$ cat src/rtl/dds_pkg.sv
// Shared encodings for the multi-channel DDS: output modes, cfg register
// selects and the config FSM state type.
package dds_pkg;

  // Output mode encoding (MODE register bits [1:0])
  localparam logic [1:0] MODE_COS_S = 2'd0;  // signed cosine
  localparam logic [1:0] MODE_COS_U = 2'd1;  // offset-binary cosine
  localparam logic [1:0] MODE_SQR   = 2'd2;  // square, +/- max
  localparam logic [1:0] MODE_SAW   = 2'd3;  // raw phase sawtooth

  // cfg_sel encoding; 2'd3 is reserved and writes to it are dropped
  localparam logic [1:0] SEL_FTW  = 2'd0;
  localparam logic [1:0] SEL_POW  = 2'd1;
  localparam logic [1:0] SEL_MODE = 2'd2;

  typedef enum logic {
    ST_IDLE   = 1'b0,
    ST_COMMIT = 1'b1
  } cfg_state_e;

endpackage

$ cat src/rtl/cos_quarter_lut.sv
// Quarter-wave cosine ROM with a registered read port. Holds entries
// 0..Q (Q = 2^(ADDR_W-2)) so the fold logic can mirror without a special case.
module cos_quarter_lut #(
  parameter int ADDR_W = 10,
  parameter int OUT_W  = 8
) (
  input  logic              clk,
  input  logic              rst_n,
  input  logic [ADDR_W-2:0] idx_i,
  output logic [OUT_W-1:0]  data_o
);
  localparam int Q = 1 << (ADDR_W - 2);

  // Elaboration-time cosine via Taylor series, rounded to the nearest code.
  function automatic int lut_val(input int k);
    real x, term, sum;
    x    = 2.0 * 3.14159265358979 * real'(k) / real'(1 << ADDR_W);
    term = 1.0;
    sum  = 1.0;
    for (int n = 1; n < 16; n++) begin
      term = -term * x * x / real'((2 * n - 1) * (2 * n));
      sum  = sum + term;
    end
    if (sum < 0.0) sum = 0.0;
    return $rtoi(sum * real'((1 << (OUT_W - 1)) - 1) + 0.5);
  endfunction

  logic [OUT_W-1:0] rom [0:Q];

  for (genvar k = 0; k <= Q; k++) begin : g_rom
    localparam int V = lut_val(k);
    assign rom[k] = OUT_W'(V);
  end

  // Registered read
  always_ff @(posedge clk or negedge rst_n) begin
    if (!rst_n) data_o <= '0;
    else        data_o <= rom[idx_i];
  end

endmodule

$ cat src/rtl/dds_multi_gen.sv
// Multi-channel DDS: per-channel phase accumulator, 3-stage phase-to-sample
// pipeline (offset/address, quarter-wave LUT, sign+mode), and a shared
// double-buffered config port committed atomically by update.
//
// cfg handshake: a write transfers on a rising clk edge where
// cfg_valid && cfg_ready; cfg_ready is high in IDLE only (low in the
// single COMMIT cycle and while rst_n is low), data/ch/sel are sampled
// at that edge and the requester may change them afterwards.
module dds_multi_gen
  import dds_pkg::*;
#(
  parameter int          NUM_CH      = 2,
  parameter int          ACC_W       = 32,
  parameter int          ADDR_W      = 10,
  parameter int          OUT_W       = 8,
  parameter logic [31:0] DEFAULT_FTW = 32'd429497,
  localparam int         CH_W        = (NUM_CH > 1) ? $clog2(NUM_CH) : 1
) (
  input  logic                    clk,
  input  logic                    rst_n,
  input  logic                    en,
  input  logic                    phase_clr,
  input  logic                    cfg_valid,
  output logic                    cfg_ready,
  input  logic [CH_W-1:0]         cfg_ch,
  input  logic [1:0]              cfg_sel,
  input  logic [ACC_W-1:0]        cfg_data,
  input  logic                    update,
  output logic [NUM_CH*OUT_W-1:0] dout,
  output logic                    dout_valid,
  output logic [NUM_CH-1:0]       wrap,
  output cfg_state_e              dbg_cfg_state
);
  localparam int               IDX_W = ADDR_W - 1;
  localparam int               Q     = 1 << (ADDR_W - 2);
  localparam logic [OUT_W-1:0] MAX_P = {1'b0, {(OUT_W-1){1'b1}}};
  localparam logic [OUT_W-1:0] MAX_N = ~MAX_P + OUT_W'(1);
  localparam logic [OUT_W-1:0] OFFS  = {1'b1, {(OUT_W-1){1'b0}}};

  cfg_state_e       state_q;
  logic [ACC_W-1:0] ftw_sh_q  [NUM_CH];
  logic [ACC_W-1:0] pow_sh_q  [NUM_CH];
  logic [1:0]       mode_sh_q [NUM_CH];
  logic [ACC_W-1:0] ftw_q     [NUM_CH];
  logic [ACC_W-1:0] pow_q     [NUM_CH];
  logic [1:0]       mode_q    [NUM_CH];
  logic [2:0]       vld_sr_q;

  // Reset gates ready combinationally so it is low for the whole reset.
  assign cfg_ready     = rst_n && (state_q == ST_IDLE);
  assign dbg_cfg_state = state_q;
  assign dout_valid    = vld_sr_q[2];

  // Config FSM: shadow writes in IDLE, one-cycle atomic commit in COMMIT
  always_ff @(posedge clk or negedge rst_n) begin
    if (!rst_n) begin
      state_q <= ST_IDLE;
      for (int k = 0; k < NUM_CH; k++) begin
        ftw_sh_q[k]  <= ACC_W'(DEFAULT_FTW);
        pow_sh_q[k]  <= '0;
        mode_sh_q[k] <= MODE_COS_U;
        ftw_q[k]     <= ACC_W'(DEFAULT_FTW);
        pow_q[k]     <= '0;
        mode_q[k]    <= MODE_COS_U;
      end
    end else begin
      case (state_q)
        ST_IDLE: begin
          if (cfg_valid) begin
            for (int k = 0; k < NUM_CH; k++) begin
              if (cfg_ch == CH_W'(k)) begin
                case (cfg_sel)
                  SEL_FTW:  ftw_sh_q[k]  <= cfg_data;
                  SEL_POW:  pow_sh_q[k]  <= cfg_data;
                  SEL_MODE: mode_sh_q[k] <= cfg_data[1:0];
                  default:  ;
                endcase
              end
            end
          end
          if (update) state_q <= ST_COMMIT;
        end
        ST_COMMIT: begin
          for (int k = 0; k < NUM_CH; k++) begin
            ftw_q[k]  <= ftw_sh_q[k];
            pow_q[k]  <= pow_sh_q[k];
            mode_q[k] <= mode_sh_q[k];
          end
          state_q <= ST_IDLE;
        end
        default: state_q <= ST_IDLE;
      endcase
    end
  end

  // Sample-valid tracks en through the 3-stage pipeline
  always_ff @(posedge clk or negedge rst_n) begin
    if (!rst_n) vld_sr_q <= '0;
    else        vld_sr_q <= {vld_sr_q[1:0], en};
  end

  for (genvar k = 0; k < NUM_CH; k++) begin : g_ch
    logic [ACC_W-1:0]  acc_q, s1_phase_q;
    logic [ACC_W:0]    acc_sum;
    logic              wrap_q, s2_neg_q;
    logic [1:0]        s1_mode_q, s2_mode_q;
    logic [OUT_W-1:0]  s2_top_q, lut_data, signed_val, out_d, dout_q;
    logic [ADDR_W-1:0] addr;
    logic [IDX_W-1:0]  lut_idx;
    logic              unused_phase_lo;

    assign acc_sum = {1'b0, acc_q} + {1'b0, ftw_q[k]};

    // Phase accumulator; carry-out gives the wrap pulse
    always_ff @(posedge clk or negedge rst_n) begin
      if (!rst_n) begin
        acc_q  <= '0;
        wrap_q <= 1'b0;
      end else if (phase_clr) begin
        acc_q  <= '0;
        wrap_q <= 1'b0;
      end else if (en) begin
        acc_q  <= acc_sum[ACC_W-1:0];
        wrap_q <= acc_sum[ACC_W];
      end else begin
        wrap_q <= 1'b0;
      end
    end

    // S1: apply phase offset, capture mode alongside the phase
    always_ff @(posedge clk or negedge rst_n) begin
      if (!rst_n) begin
        s1_phase_q <= '0;
        s1_mode_q  <= '0;
      end else begin
        s1_phase_q <= acc_q + pow_q[k];
        s1_mode_q  <= mode_q[k];
      end
    end

    // Fold the full-cycle address onto the quarter wave; odd quadrants mirror
    assign addr    = s1_phase_q[ACC_W-1 -: ADDR_W];
    assign lut_idx = addr[ADDR_W-2] ? (IDX_W'(Q) - {1'b0, addr[ADDR_W-3:0]})
                                    : {1'b0, addr[ADDR_W-3:0]};
    assign unused_phase_lo = ^s1_phase_q[ACC_W-ADDR_W-1:0];

    cos_quarter_lut #(.ADDR_W(ADDR_W), .OUT_W(OUT_W)) u_lut (
      .clk    (clk),
      .rst_n  (rst_n),
      .idx_i  (lut_idx),
      .data_o (lut_data)
    );

    // S2: side-band fields that travel with the LUT read
    always_ff @(posedge clk or negedge rst_n) begin
      if (!rst_n) begin
        s2_neg_q  <= 1'b0;
        s2_mode_q <= '0;
        s2_top_q  <= '0;
      end else begin
        s2_neg_q  <= addr[ADDR_W-1] ^ addr[ADDR_W-2];
        s2_mode_q <= s1_mode_q;
        s2_top_q  <= s1_phase_q[ACC_W-1 -: OUT_W];
      end
    end

    assign signed_val = s2_neg_q ? (~lut_data + OUT_W'(1)) : lut_data;

    // S3 mode select
    always_comb begin
      out_d = signed_val;
      case (s2_mode_q)
        MODE_COS_S: out_d = signed_val;
        MODE_COS_U: out_d = signed_val + OFFS;
        MODE_SQR:   out_d = s2_top_q[OUT_W-1] ? MAX_N : MAX_P;
        MODE_SAW:   out_d = s2_top_q;
        default:    out_d = signed_val;
      endcase
    end

    // S3 output register
    always_ff @(posedge clk or negedge rst_n) begin
      if (!rst_n) dout_q <= '0;
      else        dout_q <= out_d;
    end

    assign dout[k*OUT_W +: OUT_W] = dout_q;
    assign wrap[k]                = wrap_q;
  end

endmodule

$ cat config.mk
export PLATFORM = sky130hd
export DESIGN_NAME = dds_multi_gen
export DESIGN_NICKNAME = d
export VERILOG_FILES = /design/src/rtl/dds_pkg.sv /design/src/rtl/cos_quarter_lut.sv /design/src/rtl/dds_multi_gen.sv
export SDC_FILE = /design/constraint.sdc
export NUM_CORES = 1
export LEC_CHECK = 0
export ABC_AREA = 1
export BUFFER_PORTS_ARGS = -buffer_cell sky130_fd_sc_hd__buf_2
export CAP_MARGIN = 20
export CORE_ASPECT_RATIO = 2
export CORE_MARGIN = 10
export CORE_UTILIZATION = 30
export DETAILED_ROUTE_END_ITERATION = 6
export SLEW_MARGIN = 20
export SYNTH_ARGS = -nofsm -noshare
export SYNTH_HDL_FRONTEND = slang
export SYNTH_SLANG_ARGS = --single-unit
$ cat constraint.sdc
create_clock -name clk -period 3.23 [get_ports clk]
set_clock_uncertainty 0.2 [all_clocks]
set_input_delay 0.646 -clock clk [delete_from_list [all_inputs] [get_ports clk]]
set_output_delay 0.646 -clock clk [all_outputs]
set_load 0.02 [all_outputs]
* Yosys cells after proc, flatten, opt, wreduce, memory -nomap -nowiden *
Memories as Yosys holds them, arrays and structs flattened. A register that Yosys moved wholly into a read port is not among the register bits.
Index checks and enable logic that the tools add are counted.

storage, ports and cells
  register bits after elaboration = 440
  bits in read-only memories = 8192
  memories kept = 2

cells by class
  $add $sub $neg = 10
  equal/unequal tests = 8
  multiplexer cells = 18
  bitwise logic cells = 8
  reductions and logical operators = 13

memories
  name              words  bits a word  rd ports  clocked after memory_dff  write ports  line                   RTL
  (name not given)  512    8            1         1                         0            cos_quarter_lut.sv:38  else data_o <= rom[idx_i];
  (name not given)  512    8            1         1                         0            cos_quarter_lut.sv:38

operators with widths
  operator             number
  $mux 32              4
  $add 32x32->33       2
  $add 32x32->32       2
  $pmux 8 s4           2
  $mux 8               4
  $reduce_and 4->1     6
  $not 9->10           2
  $mux 9               2
  $sub 9x8->9 const A  2
  $add 8x1->8 const B  2
  $add 8x8->8 const B  2
  $not 8->8            2
  $eq 2x2->1 const B   5
  $eq 2x1->1 const B   3
  $logic_not 2->1      3
  $mux 1               5
  $logic_not 1->1      2
  $not 1->1            2
  $pmux 1 s2           1
  $reduce_bool 2->1    1
  $xor 1x1->1          2
  $logic_and 1x1->1    1

* Depth between registers and ports, before layout *
  depth after elaboration = 5
  gate-level depth with buffers = 19

* Modules after synthesis *
Synthesis repeated with hierarchy kept, for this count alone.

unflattened totals
  cells, all modules = 3529
  area, all modules = 26026.2 µm²

modules (own cells, without submodules)
  module           times used  cells each  area each (µm²)  sequential area each (µm²)
  dds_multi_gen    1           2927        22903.2          9969.6
  cos_quarter_lut  2           301         1561.5           175.2

* Worst setup path before layout *
No wires, ideal clock.

  kind = reg2reg
  start point = register ftw_q[0] (netlist bit)
  end point = register g_ch[1].acc_q[30]
  setup time = 0.118 ns
  data arrival time = 2.133 ns
  required time = 2.912 ns
  path slack = 0.779 ns
  cell stages (with the launch flop) = 14
  path buffers = 0
  cells stage by stage = dfstp_2 -> ha_1 -> inv_1 -> fa_1 -> nor2_1 -> nand2_1 -> nand2_1 -> a21boi_0 -> o21ai_0 -> nand4_1 -> nand2_1 -> nand2_1 -> nand3_1 -> nand2_1

between the ends
  cells in the longest elaborated chain, start to end = 3

RTL lines
  item                             line                  RTL
  start, declared                  dds_multi_gen.sv:44   logic [ACC_W-1:0] ftw_q [NUM_CH];
  start signal, assigned by index  dds_multi_gen.sv:62   ftw_q[k] <= ACC_W'(DEFAULT_FTW);
  start signal, assigned by index  dds_multi_gen.sv:85   ftw_q[k] <= ftw_sh_q[k];
  $add 32x32->33                   dds_multi_gen.sv:112  assign acc_sum = {1'b0, acc_q} + {1'b0, ftw_q[k]};
  $mux 32                          dds_multi_gen.sv:122  end else if (en) begin
  $mux 32                          dds_multi_gen.sv:119  end else if (phase_clr) begin
  end signal, assigned             dds_multi_gen.sv:123  acc_q <= acc_sum[ACC_W-1:0];
  end, declared                    dds_multi_gen.sv:103  logic [ACC_W-1:0] acc_q, s1_phase_q;

No other way between the ends. The select of a mux whose other input is x is not followed.
A chain may end at the register's enable or synchronous reset.

* Worst setup path after layout *
  start point = register ftw_q[0] (netlist bit)
  end point = register g_ch[1].wrap_q

between the ends
  cells in the longest elaborated chain, start to end = 3

RTL lines
  item                  line                  RTL
  $add 32x32->33        dds_multi_gen.sv:112
  $mux 1                dds_multi_gen.sv:122
  $mux 1                dds_multi_gen.sv:119
  end signal, assigned  dds_multi_gen.sv:124  wrap_q <= acc_sum[ACC_W];
  end, declared         dds_multi_gen.sv:105  logic wrap_q, s2_neg_q;

No other way between the ends.

==> impl_metrics.toml <==
[synth]
ys_top_cells_by_area = "dfrtp_1 37%, nand2_1 13%, ha_1 7.3%"
synth_top_area_frac = 0.374
async_flop_share = 1.00
ys_warn_count = 0
syn_area_um2 = 24200
synth_common_cells = "860 x nand2_1, 362 x dfrtp_1, 288 x o21ai_0"
synth_nets = 3238
seq_area_frac_synth = 0.426
synth_edf_count = 0
yosysMostFrequentCell = "nand2_1"
synth-main-ff-cell = "dfrtp_1"
synth-seq-cells = 410
yosysTopAreaCell = "dfrtp_1"
syn_avg_cell_area_um2 = 7.94
synth.distinct_cells = 46
postSynthCellCount = 3053

[power_and_ir_drop]
p_clk_frac = 0.190
power_density_nw_per_um2 = 937
swShare = 0.463
p_comb_frac = 0.495
pwr-share-seq = 0.315
p_leak_nw = 13.3
switching_power_w = 0.0118
intPower_w = 0.0137
worst_ir_drop_vdd_mv = 0.364

[clock_network]
clockBufferDepth = 3
cts_tree = "built"
htreeDepth = 2
clkSinkCount = 410
clkTransAtPathRegs_ns = 0.07
cts_buffers = 38
insertion_delay_ns = 0.59
cts_root_buf = "clkbuf_16"

[route]
wl_mm = 81.6
route.detailed.drc = 0
drt-vias-per-instance = 5.08
detail_route.wl_per_cell_um = 19.5
dr.pass1.iters = 5
postRouteAntennaNets = 0
drtIter0Drc = 1166
via_count = 21300

[job]
drv_cap = 0

[sta]
final_hold_viol_count = 3
finalCriticalPeriod_ns = 2.92
slew_viol_final = 0
clock.fmax_ghz = 0.343
worst_slew_pin_slew_ns = 0.984
finalSetupTns_ns = 0
grt_setup_unrepaired = "no"
relSlewSlack = 0.344
whs_ns = -0.00661
setup_violations = 0
setup_ws_ns = 0.313
fin_crit_sh = 0.903

[place]
port_buffers = 61
gp_congestion = 0.991
hpwl_mm = 63.8
dp_slack_ns = 0.187

[floorplanning]
initial_utilization = 0.302
num_rows = 147
die_area_um2 = 93300
core_um2 = 80200
fp.dieW_um = 221
num_io_pins = 62
die_y_um = 422

[worst_setup_path]
crit_path_end_kind = "flop"
start_kind = "flop"
worst-setup-path-type = "reg2reg"
arrival_ns = 3.22
crit_required_ns = 3.54
crit_fanout = 4

[worst_hold_path]
hold_path.class = "in2async"

[finish]
nets = 3299
drive_gt1_frac = 0.122
num_antenna_cells = 0
syn2layout_area_growth_pct = 12.3

[run_status]
outcome = "finished, violations left"
violations = "hold timing"

[global_routing]
track_usage = 0.170
grt_max_degree = 150
grt_overflow = 0
antenna_found_initial = 1
grt_pass1_vias = 21900
grt_pass1_wl_mm = 125
[cells by family (layout without fill, tap and decap cells)]
| family | Yosys count | count (layout) | synth area share |
|---|---|---|---|
| muxes | 130 | 130 | 0.0604 |
| buffers and inverters | 320 | 411 | 0.0521 |
| DFF | 410 | 410 | 0.426 |
| and+or+nand+nor | 1412 | 1412 | 0.240 |
| AOI/OAI and AO/OA | 599 | 599 | 0.134 |
| adders and majority gates | 144 | 144 | 0.0749 |
| xor gates and xnor gates | 38 | 38 | 0.0137 |
[metrics by stage]
step,area (µm²),util,instances,power [W]
2_1_floorplan,24200,-,3053,0.0164
3_3_place_gp,25900,0.323,4117,0.0206
3_5_place_dp,25900,0.323,4117,0.0206
4_1_cts,27200,0.340,4187,0.0255
5_1_grt,27200,0.340,4187,0.0275
6_report,27200,0.340,4187,0.0255
[metal layers]
metal | GRT usage | share of wire | vias up
li1 | - | - | 10400
met1 | 0.145 | 0.32 | 10200
met2 | 0.350 | 0.58 | 503
met3 | 0.0165 | 0.027 | 253
met4 | 0.128 | 0.080 | 0
met5 | 0 | 0 | -
[sequential cells by signal (all words and copies together), names as in the netlist]
signal,flops
ftw_q,64
ftw_sh_q,64
g_ch.acc_q,64
pow_q,64
pow_sh_q,64
g_ch.s1_phase_q,20
g_ch.dout_q,16
g_ch.s2_top_q,16
g_ch.u_lut.data_o,14
g_ch.s1_mode_q,4
g_ch.s2_mode_q,4
mode_q,4
mode_sh_q,4
vld_sr_q,3
g_ch.s2_neg_q,2
g_ch.wrap_q,2
dbg_cfg_state,1
[critical path: stages (launching register included)]
cell and delay (ns):
dfstp_2 0.53, ha_1 0.14, inv_1 0.06, fa_1 0.37, nor2_1 0.15, nand2_1 0.08
nand2_1 0.15, a21oi_1 0.15, o21ai_1 0.31, nand3_1 0.33, a21oi_1 0.22, nor2_1 0.06
nor2_1 0.08
[area by class of cell]
cell class	instances	area [µm²]
Multi-Input combinational cell	2323	12700
Tap cell	1043	1310
Clock buffer	51	1070
Inverter	235	882
Timing Repair Buffer	106	703
Clock inverter	19	250
Sequential cell	410	10300
Fill cell	8610	53000
[final timing paths]
check,start,end,slack [ns],cells after the start
min in group clk,update,dbg_cfg_state,0.06,3
max reg2reg,ftw_q[0],g_ch[1].wrap_q,0.31,12
min reg2reg,g_ch[0].s1_mode_q[0],g_ch[0].s2_mode_q[0],0.15,0
min,rst_n,ftw_sh_q[53],-0.007,2
max in group asynchronous,rst_n,dbg_cfg_state,2.06,2
max,ftw_q[0],g_ch[1].wrap_q,0.31,12
[placed cells by master, fill, tap and decap left out, types with 7 or more instances in the layout]
cell type / netlist / layout
o21ai_0: 288 / 287
dfstp_2: 48 / 48
a21boi_0: 7 / 7
or2_2: 8 / 8
nand2_2: 8 / 8
nor3_1: 29 / 29
o21ai_1: 6 / 7
nand2_1: 860 / 860
nand3_1: 222 / 218
clkbuf_1: 56 / 7
buf_2: 19 / 60
inv_1: 223 / 223
buf_4: 8 / 41
a21oi_1: 215 / 215
nor4_1: 14 / 14
o21a_1: 8 / 8
ha_1: 142 / 142
nand4_1: 32 / 32
xor2_1: 25 / 25
mux2_2: 130 / 130
o31ai_1: 13 / 13
o21bai_1: 11 / 11
clkbuf_16: 0 / 39
inv_2: 11 / 11
o211ai_1: 7 / 7
dfrtp_1: 362 / 361
a21o_1: 20 / 20
nor2_1: 229 / 227
xnor2_1: 13 / 13
[power groups by stage]
stage	logic, W	clock network [W]	registers [W]
after floorplan	0.00879	0	0.00762
after global placement	0.0125	0	0.00811
after detailed placement	0.0125	0	0.00814
after CTS	0.0125	0.00496	0.00805
after global routing	0.0141	0.00514	0.00820
final	0.0126	0.00484	0.00803
[what timing repair did]
action                     in CTS  in global routing
buffers inserted                0                  0
hold buffers                    0                  0
setup endpoints to repair       0                  2
hold endpoints to repair        0                  0
gates resized for setup         0                  1
No activity file was read; power rests on OpenSTA's default activity.
